[src/rtl/adc_spi_pkg.sv]
// Shared definitions for the ADC SPI link.
// Both the responder and the ADC controller import this package.
package adc_spi_pkg;

  localparam int ADC_DATA_W      = 12;
  localparam int ADC_CFG_W       = 6;
  localparam int ADC_CONV_CYCLES = 80;

  typedef enum logic [1:0] {
    IDLE    = 2'd0,
    CONVERT = 2'd1,
    SHIFT   = 2'd2
  } resp_state_t;

endpackage

[src/rtl/spi_pin_sync.sv]
// Two-flop synchronizer for one asynchronous SPI pin.
// Adds an edge register that produces registered one-cycle rise and fall pulses.
// A pin edge reaches rise_o/fall_o three clk cycles later.
module spi_pin_sync (
  input  logic clk,
  input  logic rst_n,
  input  logic pin_i,
  output logic level_o,
  output logic rise_o,
  output logic fall_o
);

  logic meta_q;
  logic sync_q;
  logic prev_q;
  logic rise_q;
  logic fall_q;

  // Synchronizer chain, previous-level register and registered edge pulses.
  // NOTE: every flop in a clocked block uses <= so all stages sample the pre-edge values.
  always_ff @(posedge clk or negedge rst_n) begin
    if (!rst_n) begin
      meta_q <= 1'b0;
      sync_q <= 1'b0;
      prev_q <= 1'b0;
      rise_q <= 1'b0;
      fall_q <= 1'b0;
    end else begin
      meta_q <= pin_i;
      sync_q <= meta_q;
      prev_q <= sync_q;
      rise_q <= sync_q & ~prev_q;
      fall_q <= ~sync_q & prev_q;
    end
  end

  assign level_o = sync_q;
  assign rise_o  = rise_q;
  assign fall_o  = fall_q;

endmodule

[src/rtl/adc_spi_responder.sv]
// SPI ADC slave model: latches sample_in on a convst rise and holds busy for CONV_CYCLES.
// It then shifts the sample out MSB-first on adc_sdo, updating after each sck fall.
// Optional macro ADC_RESP_CFG_EN enables capture of the LSB-first config word from adc_sdi.
// Without the macro, adc_sdi is ignored and cfg_out/cfg_valid are tied to 0.
module adc_spi_responder
  import adc_spi_pkg::*;
#(
  parameter int DATA_W      = ADC_DATA_W,
  parameter int CFG_W       = ADC_CFG_W,
  parameter int CONV_CYCLES = ADC_CONV_CYCLES
) (
  input  logic              clk,
  input  logic              reset,
  input  logic              adc_convst,
  input  logic              adc_sck,
  input  logic              adc_sdi,
  output logic              adc_sdo,
  input  logic [DATA_W-1:0] sample_in,
  output logic              busy,
  output logic [CFG_W-1:0]  cfg_out,
  output logic              cfg_valid,
  output logic              frame_done
);

  localparam int BIT_W = $clog2(DATA_W);
  localparam int CNT_W = $clog2(CONV_CYCLES + 1);

  localparam logic [BIT_W-1:0] LAST_BIT  = BIT_W'(DATA_W - 1);
  localparam logic [CNT_W-1:0] CONV_LOAD = CNT_W'(CONV_CYCLES);
  localparam logic [CNT_W-1:0] CNT_ONE   = CNT_W'(1);

  resp_state_t       state_q;
  logic [DATA_W-1:0] shreg_q;
  logic [BIT_W-1:0]  bitcnt_q;
  logic [CNT_W-1:0]  cnt_q;
  logic              busy_q;
  logic              sdo_q;
  logic              frame_done_q;

  logic       convst_rise;
  logic       sck_fall;
  logic [3:0] unused_sync;

  spi_pin_sync u_convst_sync (
    .clk     (clk),
    .rst_n   (reset),
    .pin_i   (adc_convst),
    .level_o (unused_sync[0]),
    .rise_o  (convst_rise),
    .fall_o  (unused_sync[1])
  );

  spi_pin_sync u_sck_sync (
    .clk     (clk),
    .rst_n   (reset),
    .pin_i   (adc_sck),
    .level_o (unused_sync[2]),
    .rise_o  (unused_sync[3]),
    .fall_o  (sck_fall)
  );

  // A convst rise outranks an sck fall in the same cycle, so a shift step only
  // happens when no restart is pending.
  logic shift_fall;
  logic frame_end;

  assign shift_fall = (state_q == SHIFT) && sck_fall && !convst_rise;
  assign frame_end  = shift_fall && (bitcnt_q == LAST_BIT);

  // Responder FSM with registered busy, sdo and frame_done.
  always_ff @(posedge clk or negedge reset) begin
    if (!reset) begin
      state_q      <= IDLE;
      shreg_q      <= '0;
      bitcnt_q     <= '0;
      cnt_q        <= '0;
      busy_q       <= 1'b0;
      sdo_q        <= 1'b0;
      frame_done_q <= 1'b0;
    end else begin
      frame_done_q <= 1'b0;
      case (state_q)
        IDLE: begin
          if (convst_rise) begin
            shreg_q <= sample_in;
            cnt_q   <= CONV_LOAD;
            busy_q  <= 1'b1;
            state_q <= CONVERT;
          end
        end
        CONVERT: begin
          // A second convst rise is ignored here; the counter runs on.
          cnt_q <= cnt_q - 1'b1;
          if (cnt_q == CNT_ONE) begin
            busy_q   <= 1'b0;
            sdo_q    <= shreg_q[DATA_W-1];
            bitcnt_q <= '0;
            state_q  <= SHIFT;
          end
        end
        SHIFT: begin
          if (convst_rise) begin
            // Abort the current frame and start a fresh conversion.
            shreg_q <= sample_in;
            cnt_q   <= CONV_LOAD;
            busy_q  <= 1'b1;
            sdo_q   <= 1'b0;
            state_q <= CONVERT;
          end else if (shift_fall) begin
            shreg_q <= {shreg_q[DATA_W-2:0], 1'b0};
            if (frame_end) begin
              sdo_q        <= 1'b0;
              bitcnt_q     <= '0;
              frame_done_q <= 1'b1;
              state_q      <= IDLE;
            end else begin
              sdo_q    <= shreg_q[DATA_W-2];
              bitcnt_q <= bitcnt_q + 1'b1;
            end
          end
        end
        default: state_q <= IDLE;
      endcase
    end
  end

  assign adc_sdo    = sdo_q;
  assign busy       = busy_q;
  assign frame_done = frame_done_q;

`ifdef ADC_RESP_CFG_EN
  logic             sdi_sync;
  logic [1:0]       unused_sdi_edges;
  logic             frame_start;
  logic [CFG_W-1:0] cfg_shadow_q;
  logic [CFG_W-1:0] cfg_shadow_d;
  logic [CFG_W-1:0] cfg_out_q;
  logic             cfg_valid_q;

  spi_pin_sync u_sdi_sync (
    .clk     (clk),
    .rst_n   (reset),
    .pin_i   (adc_sdi),
    .level_o (sdi_sync),
    .rise_o  (unused_sdi_edges[0]),
    .fall_o  (unused_sdi_edges[1])
  );

  // Every accepted convst rise begins a new frame with a clean shadow.
  assign frame_start = convst_rise && (state_q != CONVERT);

  // Next shadow value: clear on frame start, else drop sdi into bit [bitcnt].
  // NOTE: the default assignment first keeps this block free of inferred latches.
  always_comb begin
    cfg_shadow_d = cfg_shadow_q;
    if (frame_start) begin
      cfg_shadow_d = '0;
    end else if (shift_fall) begin
      for (int i = 0; i < CFG_W; i++) begin
        if (bitcnt_q == BIT_W'(i)) cfg_shadow_d[i] = sdi_sync;
      end
    end
  end

  // Shadow register and commit of the full word at the end of a complete frame.
  always_ff @(posedge clk or negedge reset) begin
    if (!reset) begin
      cfg_shadow_q <= '0;
      cfg_out_q    <= '0;
      cfg_valid_q  <= 1'b0;
    end else begin
      cfg_shadow_q <= cfg_shadow_d;
      cfg_valid_q  <= frame_end;
      if (frame_end) cfg_out_q <= cfg_shadow_d;
    end
  end

  assign cfg_out   = cfg_out_q;
  assign cfg_valid = cfg_valid_q;
`else
  logic unused_sdi;
  assign unused_sdi = adc_sdi;
  assign cfg_out    = '0;
  assign cfg_valid  = 1'b0;
`endif

endmodule

[config.mk]
export PLATFORM = sky130hd
export DESIGN_NAME = adc_spi_responder
export DESIGN_NICKNAME = d
export VERILOG_FILES = /design/src/rtl/adc_spi_pkg.sv /design/src/rtl/spi_pin_sync.sv /design/src/rtl/adc_spi_responder.sv
export SDC_FILE = /design/constraint.sdc
export NUM_CORES = 1
export LEC_CHECK = 0
export BUFFER_PORTS_ARGS = -buffer_cell sky130_fd_sc_hd__buf_2
export CORE_ASPECT_RATIO = 0.9
export CORE_MARGIN = 2
export CORE_UTILIZATION = 50
export DETAILED_ROUTE_END_ITERATION = 8
export HOLD_SLACK_MARGIN = 0.05
export PLACE_DENSITY = 0.86
export SETUP_SLACK_MARGIN = 0.2
export SYNTH_ARGS = -nofsm -noshare
export SYNTH_HDL_FRONTEND = slang
export SYNTH_SLANG_ARGS = --single-unit
[constraint.sdc]
create_clock -name clk -period 1.7 [get_ports clk]
set_input_delay 0.17 -clock clk [delete_from_list [all_inputs] [get_ports clk]]
set_output_delay 0.17 -clock clk [all_outputs]
set_load 0.01 [all_outputs]
==> flow_summary_export.csv, run 1 <==
group,metric,value,unit
run_status,status,"completed",
floorplanning,io-pin-count,27,
clock_tree,clk_path_buf_depth,2,
layout,nFillCells,238,
floorplanning,start_util,51.3,%
drt,drt_iter0_markers,54,
synthesis,synthCells,141,
drt,drt_wl_total,3990,um
synthesis,avgSynthCellArea,12.0,um^2
clock_tree,htree_levels,2,
setup_path,endpoint_kind,"flip-flop",
setup_path,critical-path-max-stage-delay,0.49,ns
setup_path,path_class,"flip-flop to flip-flop",
setup_path,arrival,1.89,ns
clock_tree,cts-root-buf,"clkbuf_8",
drt,wl_per_cell,18.0,um
timing,fin_crit,1.69,ns
drt,vias,1193,
timing,maxSlewViolCount,0,
timing,setup_violations,0,
setup_path,cp.required,1.90,ns
layout,drive_above_1_share,46.1,%
power_and_ir_drop,power.leakage,1.01,nW
synthesis,synth-edff-count,0,
place,portBuffers,18,
min_path,hold_depth,3,
floorplanning,die_height,59.2,um
clock_tree,clock_latency,0.30,ns
clock_tree,cts_buffers,5,
floorplanning,fp-row-count,20,
synthesis,yosysWarnings,0,
grt,gr-total-overflow,0,
synthesis,synth_cell_type_count,34,
floorplanning,die_area,3870,um^2
layout,final_nets,197,
layout,final_cell_mix,"dfrtp_1 (33), mux2_4 (22), buf_2 (18)",
timing,hold_viol_final,0,
power_and_ir_drop,max-vdd-ir-drop,1.11,mV
setup_path,path_cells,"inv_2 > ha_4 > or4bb_4 > or2_4 > a311oi_2",
grt,grt_max_degree,37,
timing,worst_hold_slack,0.238,ns
setup_path,startpoint_type,"flip-flop",
timing,post-route-period-util,99.4,%
setup_path,critical_path_peak_fanout,4,
timing,fmax,0.592,GHz
setup_path,slowest_stage,"or4bb_4",
clock_tree,cts_tree,"yes",
drt,antenna_left,0,
timing,worst_pin_slew,0.781,ns
min_path,min_path_type,"input port to flip-flop",
synthesis,synth_area,1690,um^2
clock_tree,cts.sink_count,36,
grt,grt_pass1_vias,1303,
place,place_hpwl,2310,um
timing,rsz0062_at_grt,"yes",
drt,vias_per_cell,5.37,
synthesis,synth_ff_type,"dfrtp_1",
setup_path,rrSetupSlack,0.01,ns
synthesis,ys_seq_elements,36,
grt,track_usage,22.8,%
synthesis,ys_seq_area_share,53.2,%
clock_tree,clk_pin_slew,0.08,ns
timing,skew,0.00653,ns
floorplanning,die-width,65.3,um
power_and_ir_drop,pwr_density_cell,1460,nW/um^2
grt,antenna_found_initial,0,
drt,drt-pass1-iter-count,4,
flow_run,maxCapViolations,0,
synthesis,async_reset_ff_share,100,%
timing,tns,0,ns
place,routabilityCongestion,0.765,
drt,drc,0,
timing,max_slew_margin,47.9,%
layout,area_growth,31.9,%
floorplanning,core_area,3300,um^2
grt,grt_pass1_wl,6270,um
layout,mostFrequentLayoutCell,"dfrtp_1",
layout,antenna_cells,0,
setup_path,worst-r2r-cell-count,5,
-- power breakdown --
group	leakage, nW	switching [mW]	internal, mW	total [mW]
Clock	0.0541	0.330	0.434	0.763
Combinational	0.520	0.472	0.638	1.11
Sequential	0.435	0.252	1.13	1.39
Total	1.01	1.05	2.21	3.26
-- layout make-up --
class                   instances  area, um^2  area share, %
clock buffers                   5        68.8           3.08
clock inverters                 3        42.5           1.90
inverters                       5        18.8          0.840
multi-input cells              92         876           39.2
flip-flops and latches         36         905           40.5
well taps                      44        55.1           2.46
repair buffers                 37         268           12.0
-- critical path, delay by kind of cell, from the launching register on --
kind	cells	cell delay (ns)
simple gates	2	0.76
flops	1	0.40
compound gates	1	0.19
fa+ha+maj	1	0.14
buf+inv	1	0.11
-- stage by stage --
stage	power [mW]	instances	utilization [%]	instance area, um^2	setup WS [ns]
5_1_grt	3.41	222	67.6	2230	-0.0188
2_1_floorplan	1.90	147	-	1830	0.133
3_3_place_gp	2.07	203	58.9	1940	0.0574
3_5_place_dp	2.16	203	58.9	1940	-0.0120
4_1_cts	3.08	220	65.9	2180	0.0630
6_report	3.26	222	67.6	2230	0.0107
-- final timing paths --
kind,from,to
max,cnt_q[1]$_DFFE_PN0P_,adc_sdo$_DFFE_PN0P_
min,sample_in[8],shreg_q[8]$_DFFE_PN0P_
max reg2reg,cnt_q[1]$_DFFE_PN0P_,adc_sdo$_DFFE_PN0P_
min reg2reg,u_convst_sync.meta_q$_DFF_PN0_,u_convst_sync.level_o$_DFF_PN0_
max in group asynchronous,reset,state_q[0]$_DFFE_PN0P_
min in group asynchronous,reset,cnt_q[5]$_DFFE_PN0P_
-- layer usage --
metal  global-route usage (%)  part of all wire [%]
met5                        0                     0
met4                     13.7                   2.5
met3                     5.32                   2.6
met2                     40.5                    54
met1                     24.8                    41
-- Yosys cell counts (all sizes together) (2+ instances only) --
master  count  share of area [%]
a21o        3                1.3
a311oi      2                1.0
buf        10                4.0
clkbuf      4               0.89
dfrtp      36                 53
ha          3                2.2
inv         5                1.1
mux2       22                 15
nand2       2               0.44
nand2b      4                1.5
nand3       5                1.5
nand3b      3                1.3
nor2        3               0.67
nor2b       4                1.5
nor3b       4                1.8
nor4        2               0.74
o211ai      4                1.8
o21ai       8                2.4
o31ai       3                1.3
or3         3                1.1
or4         2               0.96
-- state kept, by name, indices dropped and copies added (netlist names), 2 cells and up --
signal,count
state_q,2
bitcnt_q,4
cnt_q,7
shreg_q,12
-- cell families after synthesis --
kind of cell | Yosys count | synth area share (%)
mux | 23 | 15.2
xor+xnor | 1 | 0.517
fa+ha+maj | 3 | 2.22
buf+inv | 19 | 5.99
other cells | 1 | 0.222
compound gates | 23 | 9.31
simple gates | 35 | 13.3
flops | 36 | 53.2
-- repair_timing --
item	4_1_cts	5_1_grt
hold endpoints to repair	38	0
gates resized for setup	12	10
hold buffers	3	0
pin swaps	4	2
setup buffers	6	2
endpoints found under the setup margin	21	22
No activity file was read; power rests on OpenSTA's default activity.
==> run 2, diff against run 1 <==
--- a/config.mk
+++ b/config.mk
@@ -11,8 +11,9 @@
 export CORE_UTILIZATION = 50
 export DETAILED_ROUTE_END_ITERATION = 8
 export HOLD_SLACK_MARGIN = 0.05
-export PLACE_DENSITY = 0.86
+export PLACE_DENSITY = 0.85
 export SETUP_SLACK_MARGIN = 0.2
 export SYNTH_ARGS = -nofsm -noshare
 export SYNTH_HDL_FRONTEND = slang
+export SYNTH_HIERARCHICAL = 1
 export SYNTH_SLANG_ARGS = --single-unit
==> flow_summary_export.csv, run 2 <==
group,metric,value,unit
drt,vias_per_cell,5.36,
power_and_ir_drop,p_total,2.85,mW
power_and_ir_drop,p_comb_share,29.1,%
floorplanning,io-pin-count,27,
clock_tree,htree_levels,2,
power_and_ir_drop,clock_power_share,25.5,%
clock_tree,clock_latency,0.29,ns
clock_tree,clk_path_buf_depth,2,
power_and_ir_drop,max-vdd-ir-drop,0.705,mV
power_and_ir_drop,power.leakage,0.932,nW
drt,drt_wl_total,3450,um
drt,wl_per_cell,14.7,um
timing,skew,0.00524,ns
clock_tree,cts_tree,"yes",
setup_path,arrival,1.89,ns
timing,fin_crit,1.72,ns
grt,grt_max_degree,37,
floorplanning,die-width,65.6,um
timing,hold_viol_final,0,
timing,maxSlewViolCount,0,
layout,mostFrequentLayoutCell,"dfrtp_1",
grt,met1_usage,21.6,%
layout,area_growth,23.7,%
setup_path,endpoint_kind,"flip-flop",
timing,tns,-0.0154,ns
layout,antenna_cells,0,
synthesis,yosysWarnings,6,
setup_path,slowest_stage,"or4b_4",
synthesis,synth_area,1710,um^2
power_and_ir_drop,switchingPower,0.903,mW
setup_path,critical-path-max-stage-delay,0.50,ns
power_and_ir_drop,p_sw_share,31.7,%
layout,drive_above_1_share,27.4,%
grt,grt_pass1_vias,1291,
timing,max_slew_margin,48.4,%
grt,grt_pass1_wl,5690,um
power_and_ir_drop,pwr-share-seq,45.5,%
place,portBuffers,18,
clock_tree,cts.sink_count,36,
grt,grt_use_met2,35.7,%
drt,antenna_left,0,
layout,fin_cells,234,
setup_path,critPathBufInv,1,
place,routabilityCongestion,0.791,
floorplanning,start_util,51.3,%
grt,antenna_found_initial,0,
power_and_ir_drop,p_int,1.95,mW
layout,reg_top3,"shreg_q x12, cnt_q x7, bitcnt_q x4",
timing,fmax,0.583,GHz
clock_tree,cts-root-buf,"clkbuf_8",
setup_path,path_class,"flip-flop to flip-flop",
floorplanning,die_area,3900,um^2
layout,largest_register_ff_count,12,
timing,rsz0062_at_grt,"yes",
grt,grt_busiest_layer,"met2",
floorplanning,die_height,59.4,um
timing,setup_violations,1,
layout,final_nets,209,
floorplanning,fp-row-count,20,
layout,top_register,"shreg_q",
grt,track_usage,20.3,%
place,place_hpwl,2350,um
synthesis,synthCells,156,
power_and_ir_drop,pwr_density_cell,1350,nW/um^2
clock_tree,cts_buffers,5,
setup_path,startpoint_type,"flip-flop",
drt,drc,0,
layout,final_cell_mix,"dfrtp_1 (36), buf_2 (18), mux2i_1 (16)",
layout,final_util,63.5,%
drt,drt-pass1-iter-count,4,
run_status,status,"finished with violations",
synthesis,avgSynthCellArea,10.9,um^2
flow_run,maxCapViolations,0,
drt,vias,1255,
floorplanning,core_area,3330,um^2
drt,drt_iter0_markers,52,
setup_path,rrSetupSlack,-0.02,ns
setup_path,cp.required,1.87,ns
place,dp.cells,220,
timing,post-route-period-util,101,%
run_status,violations,"setup timing",
grt,gr-total-overflow,0,
min_path,min_path_type,"input port to flip-flop",
grt,grt_util_met3,7.79,%
setup_path,path_cells,"inv_2 > ha_4 > or4b_4 > o22ai_4 > mux2_4",
clock_tree,clk_pin_slew,0.07,ns
setup_path,critical_path_peak_fanout,4,
timing,worst_pin_slew,0.774,ns
setup_path,crit_family,"simple AND/OR/NAND/NOR gates",
timing,setup_slack,-0.0154,ns
run 2: what timing repair did:
item	4_1_cts	5_1_grt
hold buffers	3	0
hold endpoints to repair	38	0
endpoints found under the setup margin	8	16
buffers inserted	2	1
resized for setup	7	9
gates cloned	0	0
pin swaps	2	4
run 2: metrics by stage:
step | hold slack (ns) | area (um^2) | setup slack (ns)
floorplan | -0.126 | 1740 | 0.0770
global placement | 0.279 | 1880 | 0.0438
detailed placement | 0.279 | 1880 | -0.0230
CTS | 0.110 | 2070 | -0.0172
global route | 0.116 | 2110 | -0.0772
finish | 0.118 | 2110 | -0.0154
run 2: final timing paths:
path	from	endpoint	cells after the start
max	cnt_q[1]$_DFFE_PN0P_	adc_sdo$_DFFE_PN0P_	5
min	sample_in[0]	shreg_q[0]$_DFFE_PN0P_	2
max reg2reg	cnt_q[1]$_DFFE_PN0P_	adc_sdo$_DFFE_PN0P_	5
min reg2reg	u_sck_sync/meta_q$_DFF_PN0_	u_sck_sync/level_o$_DFF_PN0_	0
max in group asynchronous	reset	shreg_q[2]$_DFFE_PN0P_	2
min in group asynchronous	reset	cnt_q[5]$_DFFE_PN0P_	2
run 2: layout make-up:
class,instances,area (um^2)
clock buffers,6,72.6
clock inverters,2,35.0
fillers,259,1220
inverters,4,15.0
multi-input cells,107,793
flip-flops and latches,36,901
well taps,44,55.1
repair buffers,35,240
run 2: per-layer routing:
layer	part of all wire (%)	wire length, um
met5	0	0
met2	52	1790
met3	4.6	158
met1	41	1420
met4	2.4	84
run 2: power by group through the flow:
stage | Clock [mW] | Sequential, mW | Combinational [mW]
after CTS | 0.749 | 1.29 | 0.790
after floorplan | 0 | 1.27 | 0.506
final | 0.726 | 1.30 | 0.828
after global routing | 0.793 | 1.33 | 0.920
after detailed placement | 0 | 1.29 | 0.741
after global placement | 0 | 1.27 | 0.688
